**config.mk**
```make
export PLATFORM = sky130hd
export DESIGN_NAME = hwpf_nl_req_sched
export DESIGN_NICKNAME = d
export VERILOG_FILES = /design/src/rtl/hwpf_pkg.sv /design/src/rtl/hwpf_tid_alloc.sv /design/src/rtl/hwpf_nl_req_sched.sv
export SDC_FILE = /design/constraint.sdc
export NUM_CORES = 1
export LEC_CHECK = 0
export CAP_MARGIN = 20
export CORE_AREA = 5 5 109 111
export CTS_CLUSTER_SIZE = 30
export DETAILED_ROUTE_END_ITERATION = 6
export DIE_AREA = 0 0 114 116
export HOLD_SLACK_MARGIN = 0.1
export PLACE_DENSITY = 0.81
export RECOVER_POWER = 100
export SLEW_MARGIN = 20
export SYNTH_ARGS = -nofsm -noshare
export SYNTH_HDL_FRONTEND = slang
export SYNTH_SLANG_ARGS = --single-unit
export TNS_END_PERCENT = 30
```
**constraint.sdc**
```tcl
create_clock -name clk_i -period 5.06 [get_ports clk_i]
set_input_delay 0.506 -clock clk_i [delete_from_list [all_inputs] [get_ports clk_i]]
set_output_delay 0.506 -clock clk_i [all_outputs]
set_load 0.01 [all_outputs]
```
**src/rtl/hwpf_pkg.sv**
```systemverilog
// Shared types and helpers for the next-line prefetch request scheduler.
// Holds the scheduler state encoding, the TID width and the prefetch TID range check.
package hwpf_pkg;

   localparam int unsigned HWPF_TID_W = 7;

   typedef logic [HWPF_TID_W-1:0] hwpf_tid_t;

   typedef enum logic [1:0] {
      ST_IDLE     = 2'd0,
      ST_SEND_CPU = 2'd1,
      ST_PF_WAIT  = 2'd2,
      ST_SEND_PF  = 2'd3
   } hwpf_sched_state_t;

   // Default request payload carried between CPU, prefetch FIFO and dcache.
   typedef struct packed {
      logic [47:0] addr;
      logic [2:0]  size;
      logic [3:0]  op;
      logic [7:0]  be;
   } req_cpu_dcache_t;

   function automatic logic hwpf_is_pf_tid(input hwpf_tid_t   tid,
                                           input hwpf_tid_t   base,
                                           input int unsigned num);
      int unsigned t;
      int unsigned b;
      t = {25'd0, tid};
      b = {25'd0, base};
      return (t >= b) && (t < (b + num));
   endfunction

endpackage

```
**src/rtl/hwpf_tid_alloc.sv**
```systemverilog
// Prefetch TID slot allocator: busy bitmap, lowest-free-slot encoder and a
// registered count of outstanding slots.
module hwpf_tid_alloc #(
   parameter int unsigned  NUM_SLOTS = 4,
   localparam int unsigned IDX_W     = (NUM_SLOTS > 1) ? $clog2(NUM_SLOTS) : 1,
   localparam int unsigned CNT_W     = $clog2(NUM_SLOTS + 1)
) (
   input  logic             clk_i,
   input  logic             rst_ni,
   input  logic             alloc_i,
   input  logic [IDX_W-1:0] alloc_idx_i,
   input  logic             free_i,
   input  logic [IDX_W-1:0] free_idx_i,
   output logic             free_avail_o,
   output logic [IDX_W-1:0] free_idx_o,
   output logic [CNT_W-1:0] count_o
);

   logic [NUM_SLOTS-1:0] busy_q;
   logic [NUM_SLOTS-1:0] busy_d;
   logic [CNT_W-1:0]     count_q;
   logic [CNT_W-1:0]     count_d;

   // Scanning downwards leaves the lowest free index as the final winner.
   always_comb begin
      free_avail_o = 1'b0;
      free_idx_o   = '0;
      for (int i = NUM_SLOTS - 1; i >= 0; i--) begin
         if (!busy_q[i]) begin
            free_avail_o = 1'b1;
            free_idx_o   = IDX_W'(i);
         end
      end
   end

   // Free and allocate never collide: the allocated slot was free in busy_q.
   always_comb begin
      busy_d = busy_q;
      for (int i = 0; i < NUM_SLOTS; i++) begin
         if (free_i && (free_idx_i == IDX_W'(i))) begin
            busy_d[i] = 1'b0;
         end
         if (alloc_i && (alloc_idx_i == IDX_W'(i))) begin
            busy_d[i] = 1'b1;
         end
      end
   end

   always_comb begin
      count_d = '0;
      for (int i = 0; i < NUM_SLOTS; i++) begin
         count_d = count_d + CNT_W'(busy_d[i]);
      end
   end

   always_ff @(posedge clk_i or negedge rst_ni) begin
      if (!rst_ni) begin
         busy_q  <= '0;
         count_q <= '0;
      end else begin
         busy_q  <= busy_d;
         count_q <= count_d;
      end
   end

   assign count_o = count_q;

endmodule

```
**src/rtl/hwpf_nl_req_sched.sv**
```systemverilog
// Arbitrates demand requests and next-line prefetches onto the HPDcache request port,
// with demand priority, a post-demand backoff window and a bounded prefetch TID pool.
module hwpf_nl_req_sched
   import hwpf_pkg::*;
#(
   parameter type                   cpu_addr_t      = req_cpu_dcache_t,
   parameter int unsigned           MAX_PF_INFLIGHT = 4,
   parameter logic [HWPF_TID_W-1:0] PF_TID_BASE     = 7'h70,
   parameter int unsigned           BACKOFF_CYCLES  = 2,
   localparam int unsigned          IDX_W = (MAX_PF_INFLIGHT > 1) ? $clog2(MAX_PF_INFLIGHT) : 1,
   localparam int unsigned          CNT_W = $clog2(MAX_PF_INFLIGHT + 1)
) (
   input  logic                  clk_i,
   input  logic                  rst_ni,
   input  logic                  flush_i,
   input  logic                  pf_enable_i,
   input  logic                  cpu_req_valid_i,
   input  cpu_addr_t             cpu_req_i,
   input  logic [HWPF_TID_W-1:0] cpu_req_tid_i,
   output logic                  cpu_req_ready_o,
   output logic                  pf_read_o,
   input  logic                  pf_req_valid_i,
   input  cpu_addr_t             pf_req_i,
   output logic                  dc_req_valid_o,
   output cpu_addr_t             dc_req_o,
   output logic [HWPF_TID_W-1:0] dc_req_tid_o,
   output logic                  dc_req_is_pf_o,
   input  logic                  dc_req_ready_i,
   input  logic                  dc_rsp_valid_i,
   input  logic [HWPF_TID_W-1:0] dc_rsp_tid_i,
   output logic [CNT_W-1:0]      pf_inflight_o
);

   localparam int unsigned BO_W = 4;

   hwpf_sched_state_t     state_q,   state_d;
   cpu_addr_t             payload_q, payload_d;
   logic [HWPF_TID_W-1:0] tid_q,     tid_d;
   logic [IDX_W-1:0]      slot_q,    slot_d;
   logic [BO_W-1:0]       backoff_q, backoff_d;
   logic                  valid_q,   valid_d;
   logic                  is_pf_q,   is_pf_d;

   logic                  alloc;
   logic                  free_avail;
   logic [IDX_W-1:0]      free_idx;
   logic                  rsp_free;
   logic [IDX_W-1:0]      rsp_idx;
   logic [CNT_W-1:0]      inflight;

   assign rsp_free = dc_rsp_valid_i && hwpf_is_pf_tid(dc_rsp_tid_i, PF_TID_BASE, MAX_PF_INFLIGHT);
   assign rsp_idx  = IDX_W'(dc_rsp_tid_i - PF_TID_BASE);

   hwpf_tid_alloc #(
      .NUM_SLOTS (MAX_PF_INFLIGHT)
   ) u_tid_alloc (
      .clk_i        (clk_i),
      .rst_ni       (rst_ni),
      .alloc_i      (alloc),
      .alloc_idx_i  (slot_q),
      .free_i       (rsp_free),
      .free_idx_i   (rsp_idx),
      .free_avail_o (free_avail),
      .free_idx_o   (free_idx),
      .count_o      (inflight)
   );

   // A prefetch slot is only marked busy once the dcache has actually taken it.
   always_comb begin
      state_d         = state_q;
      payload_d       = payload_q;
      tid_d           = tid_q;
      slot_d          = slot_q;
      pf_read_o       = 1'b0;
      cpu_req_ready_o = 1'b0;
      alloc           = 1'b0;
      case (state_q)
         ST_IDLE: begin
            cpu_req_ready_o = 1'b1;
            if (cpu_req_valid_i) begin
               payload_d = cpu_req_i;
               tid_d     = cpu_req_tid_i;
               state_d   = ST_SEND_CPU;
            end else if (pf_enable_i && (backoff_q == '0) && free_avail && !flush_i) begin
               pf_read_o = 1'b1;
               state_d   = ST_PF_WAIT;
            end
         end
         ST_PF_WAIT: begin
            if (pf_req_valid_i && !flush_i) begin
               payload_d = pf_req_i;
               tid_d     = PF_TID_BASE + HWPF_TID_W'(free_idx);
               slot_d    = free_idx;
               state_d   = ST_SEND_PF;
            end else begin
               state_d = ST_IDLE;
            end
         end
         ST_SEND_CPU: begin
            if (dc_req_ready_i) begin
               cpu_req_ready_o = 1'b1;
               if (cpu_req_valid_i) begin
                  payload_d = cpu_req_i;
                  tid_d     = cpu_req_tid_i;
               end else begin
                  state_d = ST_IDLE;
               end
            end
         end
         ST_SEND_PF: begin
            if (dc_req_ready_i) begin
               alloc   = 1'b1;
               state_d = ST_IDLE;
            end
         end
         default: begin
            state_d = ST_IDLE;
         end
      endcase
   end

   always_comb begin
      backoff_d = backoff_q;
      if (cpu_req_valid_i && cpu_req_ready_o) begin
         backoff_d = BO_W'(BACKOFF_CYCLES);
      end else if (backoff_q != '0) begin
         backoff_d = backoff_q - BO_W'(1);
      end
   end

   assign valid_d = (state_d == ST_SEND_CPU) || (state_d == ST_SEND_PF);
   assign is_pf_d = (state_d == ST_SEND_PF);

   always_ff @(posedge clk_i or negedge rst_ni) begin
      if (!rst_ni) begin
         state_q   <= ST_IDLE;
         payload_q <= '0;
         tid_q     <= '0;
         slot_q    <= '0;
         backoff_q <= '0;
         valid_q   <= 1'b0;
         is_pf_q   <= 1'b0;
      end else begin
         state_q   <= state_d;
         payload_q <= payload_d;
         tid_q     <= tid_d;
         slot_q    <= slot_d;
         backoff_q <= backoff_d;
         valid_q   <= valid_d;
         is_pf_q   <= is_pf_d;
      end
   end

   assign dc_req_valid_o = valid_q;
   assign dc_req_is_pf_o = is_pf_q;
   assign dc_req_o       = payload_q;
   assign dc_req_tid_o   = tid_q;
   assign pf_inflight_o  = inflight;

endmodule

```
## Word level (Yosys, flattened, before mapping)

Index checks and enable logic that the tools add are counted.

| word-level totals | value |
|---|---|
| register bits after elaboration | 87 |
| output and inout bits | 77 |

| cells by class | value |
|---|---|
| $add $sub $neg | 6 |
| order comparisons | 2 |
| eq/ne operators | 13 |
| muxes and demuxes | 39 |
| reduce and logical (&&, ||, !) cells | 26 |

Operators with widths:

| cell | number |
|---|---|
| two-way mux 63 bit | 3 |
| one-hot mux 63 bit (3 select lines) | 1 |
| two-way mux 7 bit | 3 |
| one-hot mux 7 bit (3 select lines) | 1 |
| two-way mux 2 bit | 10 |
| two-way mux 1 bit | 17 |
| logical AND 1 bit | 15 |
| == test 2 bit, second input constant | 7 |
| == test 2 x 1 -> 1 bit, second input constant | 4 |
| two-way mux 4 bit | 2 |
| one-hot mux 2 bit (4 select lines) | 1 |
| >= comparator 7 bit, second input constant | 1 |
| < comparator 7 bit, second input constant | 1 |
| adder 3 x 1 -> 3 bit | 2 |
| adder 5 x 3 -> 6 bit, first input constant | 1 |
| logical NOT 2 bit | 3 |
| logical NOT 4 bit | 1 |
| != test 2 bit, second input constant | 2 |
| nonzero test 4 bit | 1 |
| subtractor 4 x 1 -> 4 bit, second input constant | 1 |
| AND reduction 3 bit | 1 |
| nonzero test 3 bit | 1 |
| adder 1 x 1 -> 2 bit | 1 |
| one-hot mux 1 bit (2 select lines) | 1 |
| 5 further kinds | 5 |

## Logic depth before layout (Yosys ltp)

| depth | value |
|---|---|
| word-level depth | 11 |
| mapped depth | 7 |
| depth with buffers taken out | 6 |

## By module

From an unflattened synthesis, not the netlist that was laid out.

| unflattened totals | value |
|---|---|
| cell total of the unflattened synthesis | 305 |
| area, all modules | 4416.7 sq um |

By module, submodules not included:

| module | instances | cells each | area each (sq um) | seq. area each (sq um) |
|---|---|---|---|---|
| hwpf_nl_req_sched | 1 | 273 | 4052.6 | 2001.9 |
| hwpf_tid_alloc | 1 | 32 | 364.1 | 175.2 |

## Worst setup path before layout

OpenSTA, ideal clock, no wires.

| timing | value |
|---|---|
| path kind | input -> register |
| start | input port dc_rsp_tid_i[2] |
| end | register u_tid_alloc.count_q[1] (netlist: u_tid_alloc.count_o[1]) |
| setup time | 126 ps |
| data arrival time | 2103 ps |
| required time | 4934 ps |
| path slack | 2832 ps |
| stages on the path | 6 |
| path through | nand4bb_1 > o41ai_1 > o31ai_1 > ha_1 > fa_1 > ha_1 |

| between the ends | value |
|---|---|
| cells in the longest elaborated chain, start to end | 9 |
| elaborated cells between the ends (all ways) | 19 |
| classes of those cells | add/sub (3); order compare (2); mux (8); reduce/logical (6) |

Ends and longest elaborated chain:

| element | line | RTL |
|---|---|---|
| start, declared | hwpf_nl_req_sched.sv:30 | `input logic [HWPF_TID_W-1:0] dc_rsp_tid_i,` |
| >= comparator 7 bit / < comparator 7 bit (equally long branches) | hwpf_pkg.sv:31 | `return (t >= b) && (t < (b + num));` |
| logical AND 1 bit (*) | hwpf_pkg.sv:31 |  |
| logical AND 1 bit (*) | hwpf_nl_req_sched.sv:51 | `assign rsp_free = dc_rsp_valid_i && hwpf_is_pf_tid(dc_rsp_tid_i, PF_TID_BASE, MAX_PF_INFLIGHT);` |
| logical AND 1 bit (*) | hwpf_tid_alloc.sv:40 | `if (free_i && (free_idx_i == IDX_W'(i))) begin` |
| two-way mux 1 bit (*) | hwpf_tid_alloc.sv:40 |  |
| two-way mux 1 bit (*) | hwpf_tid_alloc.sv:43 | `if (alloc_i && (alloc_idx_i == IDX_W'(i))) begin` |
| named net u_tid_alloc.busy_d[0] | hwpf_tid_alloc.sv:20 | `logic [NUM_SLOTS-1:0] busy_d;` |
| adder 1 x 1 -> 2 bit (*) | hwpf_tid_alloc.sv:52 | `count_d = count_d + CNT_W'(busy_d[i]);` |
| adder 3 x 1 -> 3 bit (*) (2 in series) | hwpf_tid_alloc.sv:52 |  |
| named net u_tid_alloc.count_d[1] | hwpf_tid_alloc.sv:22 | `logic [CNT_W-1:0] count_d;` |
| end signal, assigned | hwpf_tid_alloc.sv:62 | `count_q <= count_d;` |
| end, declared | hwpf_tid_alloc.sv:21 | `logic [CNT_W-1:0] count_q;` |

Mark *: on every way through the listed nets, which the timed path passes. The rest lies on a longest branch.
A chain may end at the register's enable or synchronous reset.

## Worst setup path in the final report

| timing | value |
|---|---|
| start | input port cpu_req_valid_i |
| end | register payload_q (netlist bit dc_req_o[27]) |

| between the ends | value |
|---|---|
| cells in the longest elaborated chain, start to end | 3 |

Ends and longest elaborated chain:

| element | line | RTL |
|---|---|---|
| start, declared | hwpf_nl_req_sched.sv:17 | `input logic cpu_req_valid_i,` |
| two-way mux 63 bit (*) | n/a |  |
| two-way mux 63 bit | n/a |  |
| one-hot mux 63 bit (3 select lines) (*) | n/a |  |
| end signal, assigned | hwpf_nl_req_sched.sv:145 | `payload_q <= payload_d;` |
| end, declared | hwpf_nl_req_sched.sv:37 | `cpu_addr_t payload_q, payload_d;` |

Every way passes the cells marked *; elsewhere a longest branch is shown, timed or not. The select of a mux whose other input is x is not followed.

==> impl_metrics.env <==
export IMPL_swShare_pct=27.8
export IMPL_cts_made_buffers=9
export IMPL_fp_row_count=38
export IMPL_ctsResizeCount=0
export IMPL_critical_path_class="primary input to flip-flop"
export IMPL_intPower_mw=1.41
export IMPL_timing_critical_path_to="dc_req_o[27]$_DFFE_PN0P_"
export IMPL_worstPathMaxFanout=44
export IMPL_async_flop_share_pct=100
export IMPL_crit_start="cpu_req_valid_i"
export IMPL_synth_adder_area_share_pct=1.53
export IMPL_nets=684
export IMPL_leakage_nw=2.77
export IMPL_detail_route_wl_per_cell_um=17.7
export IMPL_yosysTopAreaCell="dfrtp_1"
export IMPL_n_fill_cell=875
export IMPL_fin_crit_sh_pct=61.1
export IMPL_dp_hpwl_um=9260
export IMPL_p_seq_share_pct=45.7
export IMPL_ys_ff_latch=87
export IMPL_dp_slack_ns=1.95
export IMPL_irDropWorstVdd_v=0.000204
export IMPL_clk_latency_ns=0.34
export IMPL_drt_total_wl_um=11900
export IMPL_worst_r2r_endpoint="dc_req_o[27]$_DFFE_PN0P_"
export IMPL_ff_latch_area_um2=2180
export IMPL_hp_class="flip-flop to flip-flop"
export IMPL_drcViolationCount=0
export IMPL_finalSetupTns_ns=0
export IMPL_die_area_um2=13200
export IMPL_clkTransAtPathRegs_ns=0.07
export IMPL_numPortBuffers=224
export IMPL_finClkSkew_ns=0.0122
export IMPL_avgSynthCellArea_um2=14.7
export IMPL_syn_inst=313
export IMPL_power_switching_mw=0.544
export IMPL_synth_edf_count=0
export IMPL_cts_hold_buffers=0
export IMPL_vias=3323
export IMPL_r2r_cells=4
export IMPL_grt_max_degree=71
export IMPL_status="finished with violations"
export IMPL_cap_violations=1
export IMPL_io_pins=225
export IMPL_antenna_found_initial=0
export IMPL_final_min_clock_period_ns=3.09
export IMPL_core_area_um2=10700
export IMPL_yosys_cell_types_count=41
export IMPL_diodes=0
export IMPL_setup_viol=0
export IMPL_yosysMostFrequentCell="dfrtp_1"
export IMPL_die_width_um=114
export IMPL_multiInputGateArea_um2=1980
export IMPL_setup_worst_path_end_class="flip-flop"
export IMPL_ff2ff_setup_slack_ns=2.18
export IMPL_drt_first_pass_iters=4
export IMPL_synth_top_family_by_area="multiplexers"
export IMPL_regToRegStartpoint="state_q[1]$_DFF_PN0_"
export IMPL_viasPerCell=4.94
export IMPL_required_ns=5.28
export IMPL_htree_num_levels=3
export IMPL_worstPathArrival_ns=3.31
export IMPL_p_per_area_nw_per_um2=288
export IMPL_grt_pass1_wl_um=18400
export IMPL_cts_tree="yes"
export IMPL_die_y_um=116
export IMPL_fin_ws_ns=1.97
export IMPL_rsz0062_at_grt="false"
export IMPL_ys_seq_area_share_pct=47.4
export IMPL_dr_first_iter_drc_count=108
export IMPL_areaGrowthSynthToFinish_pct=48.3
export IMPL_synthTopCellsByArea="dfrtp_1, mux2_4, mux2_2, buf_6, ha_1"
export IMPL_fmax_mhz=323
export IMPL_failed_checks="capacitance limit, slew limit"
export IMPL_hold_viol_final=0
export IMPL_clockBufferDepth=2
export IMPL_grt_overflow_total=0
export IMPL_clock_sinks=87
export IMPL_start_util_pct=42.9
export IMPL_synth_cell_area_um2=4590
export IMPL_drive_gt1_share_pct=14.8
export IMPL_start_kind="primary input"
export IMPL_synth_compound_area_share_pct=3.76
export IMPL_gp_congestion=0.811
export IMPL_syn_num_nets=466
export IMPL_postCtsSetupRepairBufs=0
export IMPL_combPwrFrac_pct=31.7
export IMPL_netlist_top_cells_count="dfrtp_1, mux2_4, mux2_2"
export IMPL_clock_power_share_pct=22.7
export IMPL_grt_usage_pct=17.6
export IMPL_grt_pass1_vias=3560
export IMPL_synth_xor_area_share_pct=0.573
export IMPL_cts_root_buffer="clkbuf_8"
export IMPL_relSlewSlack_pct=-35.5
export IMPL_ys_flop_type="dfrtp_1"
export IMPL_yosys_area_share_simple_pct=4.93
export IMPL_tightest_slew_ns=2.03
export IMPL_yosysWarnings=0
export IMPL_ant_nets=0
export IMPL_drv_slew=41
export IMPL_synthDominantCellAreaShare_pct=47.4
export IMPL_synthMuxAreaShare_pct=37.3
[critical path: stages]
cell and delay [ns]:
dlygate4sd3_1 0.55, nor2b_1 0.57, a21o_1 0.96, buf_16 0.31
mux2_1 0.36
[power groups by stage]
stage	registers, mW	logic, mW	clock network [mW]
finish	0.894	0.620	0.444
global placement	0.913	0.731	0
CTS	0.906	0.757	0.461
global route	0.913	0.676	0.486
detailed placement	0.916	0.754	0
floorplan	0.957	0.296	0
[worst min path at each step]
stage                        startpoint                  endpoint  depth (start not counted)
3_3_place_gp                     rst_ni  dc_req_o[47]$_DFFE_PN0P_                          1
2_1_floorplan                    rst_ni  backoff_q[0]$_DFFE_PN0P_                          0
3_5_place_dp   dc_req_o[37]$_DFFE_PN0P_  dc_req_o[37]$_DFFE_PN0P_                          1
6_report       dc_req_o[40]$_DFFE_PN0P_  dc_req_o[40]$_DFFE_PN0P_                          1
5_1_grt        dc_req_o[26]$_DFFE_PN0P_  dc_req_o[26]$_DFFE_PN0P_                          1
4_1_cts                          rst_ni  dc_req_o[47]$_DFFE_PN0P_                          1
[metrics by stage]
step           instances  hold WS (ns)  area [um^2]  power (mW)  utilization [%]
4_1_cts              672         0.126         7030        2.12             65.7
5_1_grt              673         0.503         6810        2.07             63.6
3_3_place_gp         659         0.497         6860        1.64             64.1
2_1_floorplan        313         0.210         4590        1.25                -
3_5_place_dp         659         0.492         6860        1.67             64.1
6_report             673         0.481         6810        1.96             63.6
[layer usage]
| metal | wire [um] | vias to the layer above | track usage [%] | part of all wire [%] |
|---|---|---|---|---|
| met1 | 4490 | 1584 | 20.0 | 38 |
| met2 | 6050 | 164 | 31.6 | 51 |
| li1 | - | 1559 | - | - |
| met4 | 184 | 0 | 5.07 | 1.5 |
| met3 | 1190 | 16 | 5.95 | 10 |
| met5 | 0 | - | 0 | 0 |
[layout make-up]
cell class	count	area share (%)
tap	140	2.57
clock buffer	11	1.93
inverter	8	0.441
sequential	87	32.0
clock inverter	2	0.515
timing repair buffer	227	33.4
multi-input combinational	198	29.1
[flip-flops by register name, indices dropped and copies added (netlist names)]
| signal | count |
|---|---|
| backoff_q | 4 |
| dc_req_is_pf_o | 1 |
| dc_req_o | 63 |
| dc_req_tid_o | 7 |
| dc_req_valid_o | 1 |
| slot_q | 2 |
| state_q | 2 |
| u_tid_alloc.busy_q | 4 |
| u_tid_alloc.count_o | 3 |
[cells by family (layout without fill, tap and decap cells)]
family	Yosys count	count (layout)
buffers and inverters	28	248
AOI/OAI and AO/OA	26	26
DFF	87	87
muxes	126	126
xor gates and xnor gates	3	3
adders and majority gates	5	5
and+or+nand+nor	38	38
[cells in the final DEF (no fill, tap or decap), types with 5 or more instances in the layout]
| cell type | synthesis | final |
|---|---|---|
| clkdlybuf4s50_1 | 0 | 142 |
| dfrtp_1 | 87 | 87 |
| dlygate4sd3_1 | 0 | 81 |
| mux2_1 | 0 | 62 |
| mux2_2 | 48 | 48 |
| mux2_4 | 78 | 16 |
| clkbuf_8 | 0 | 9 |
| inv_1 | 8 | 8 |
| nand4_1 | 7 | 7 |
| nor2_1 | 6 | 6 |
| o21ai_0 | 1 | 6 |
| a211oi_1 | 5 | 5 |
(Power assumes the default switching activity.)
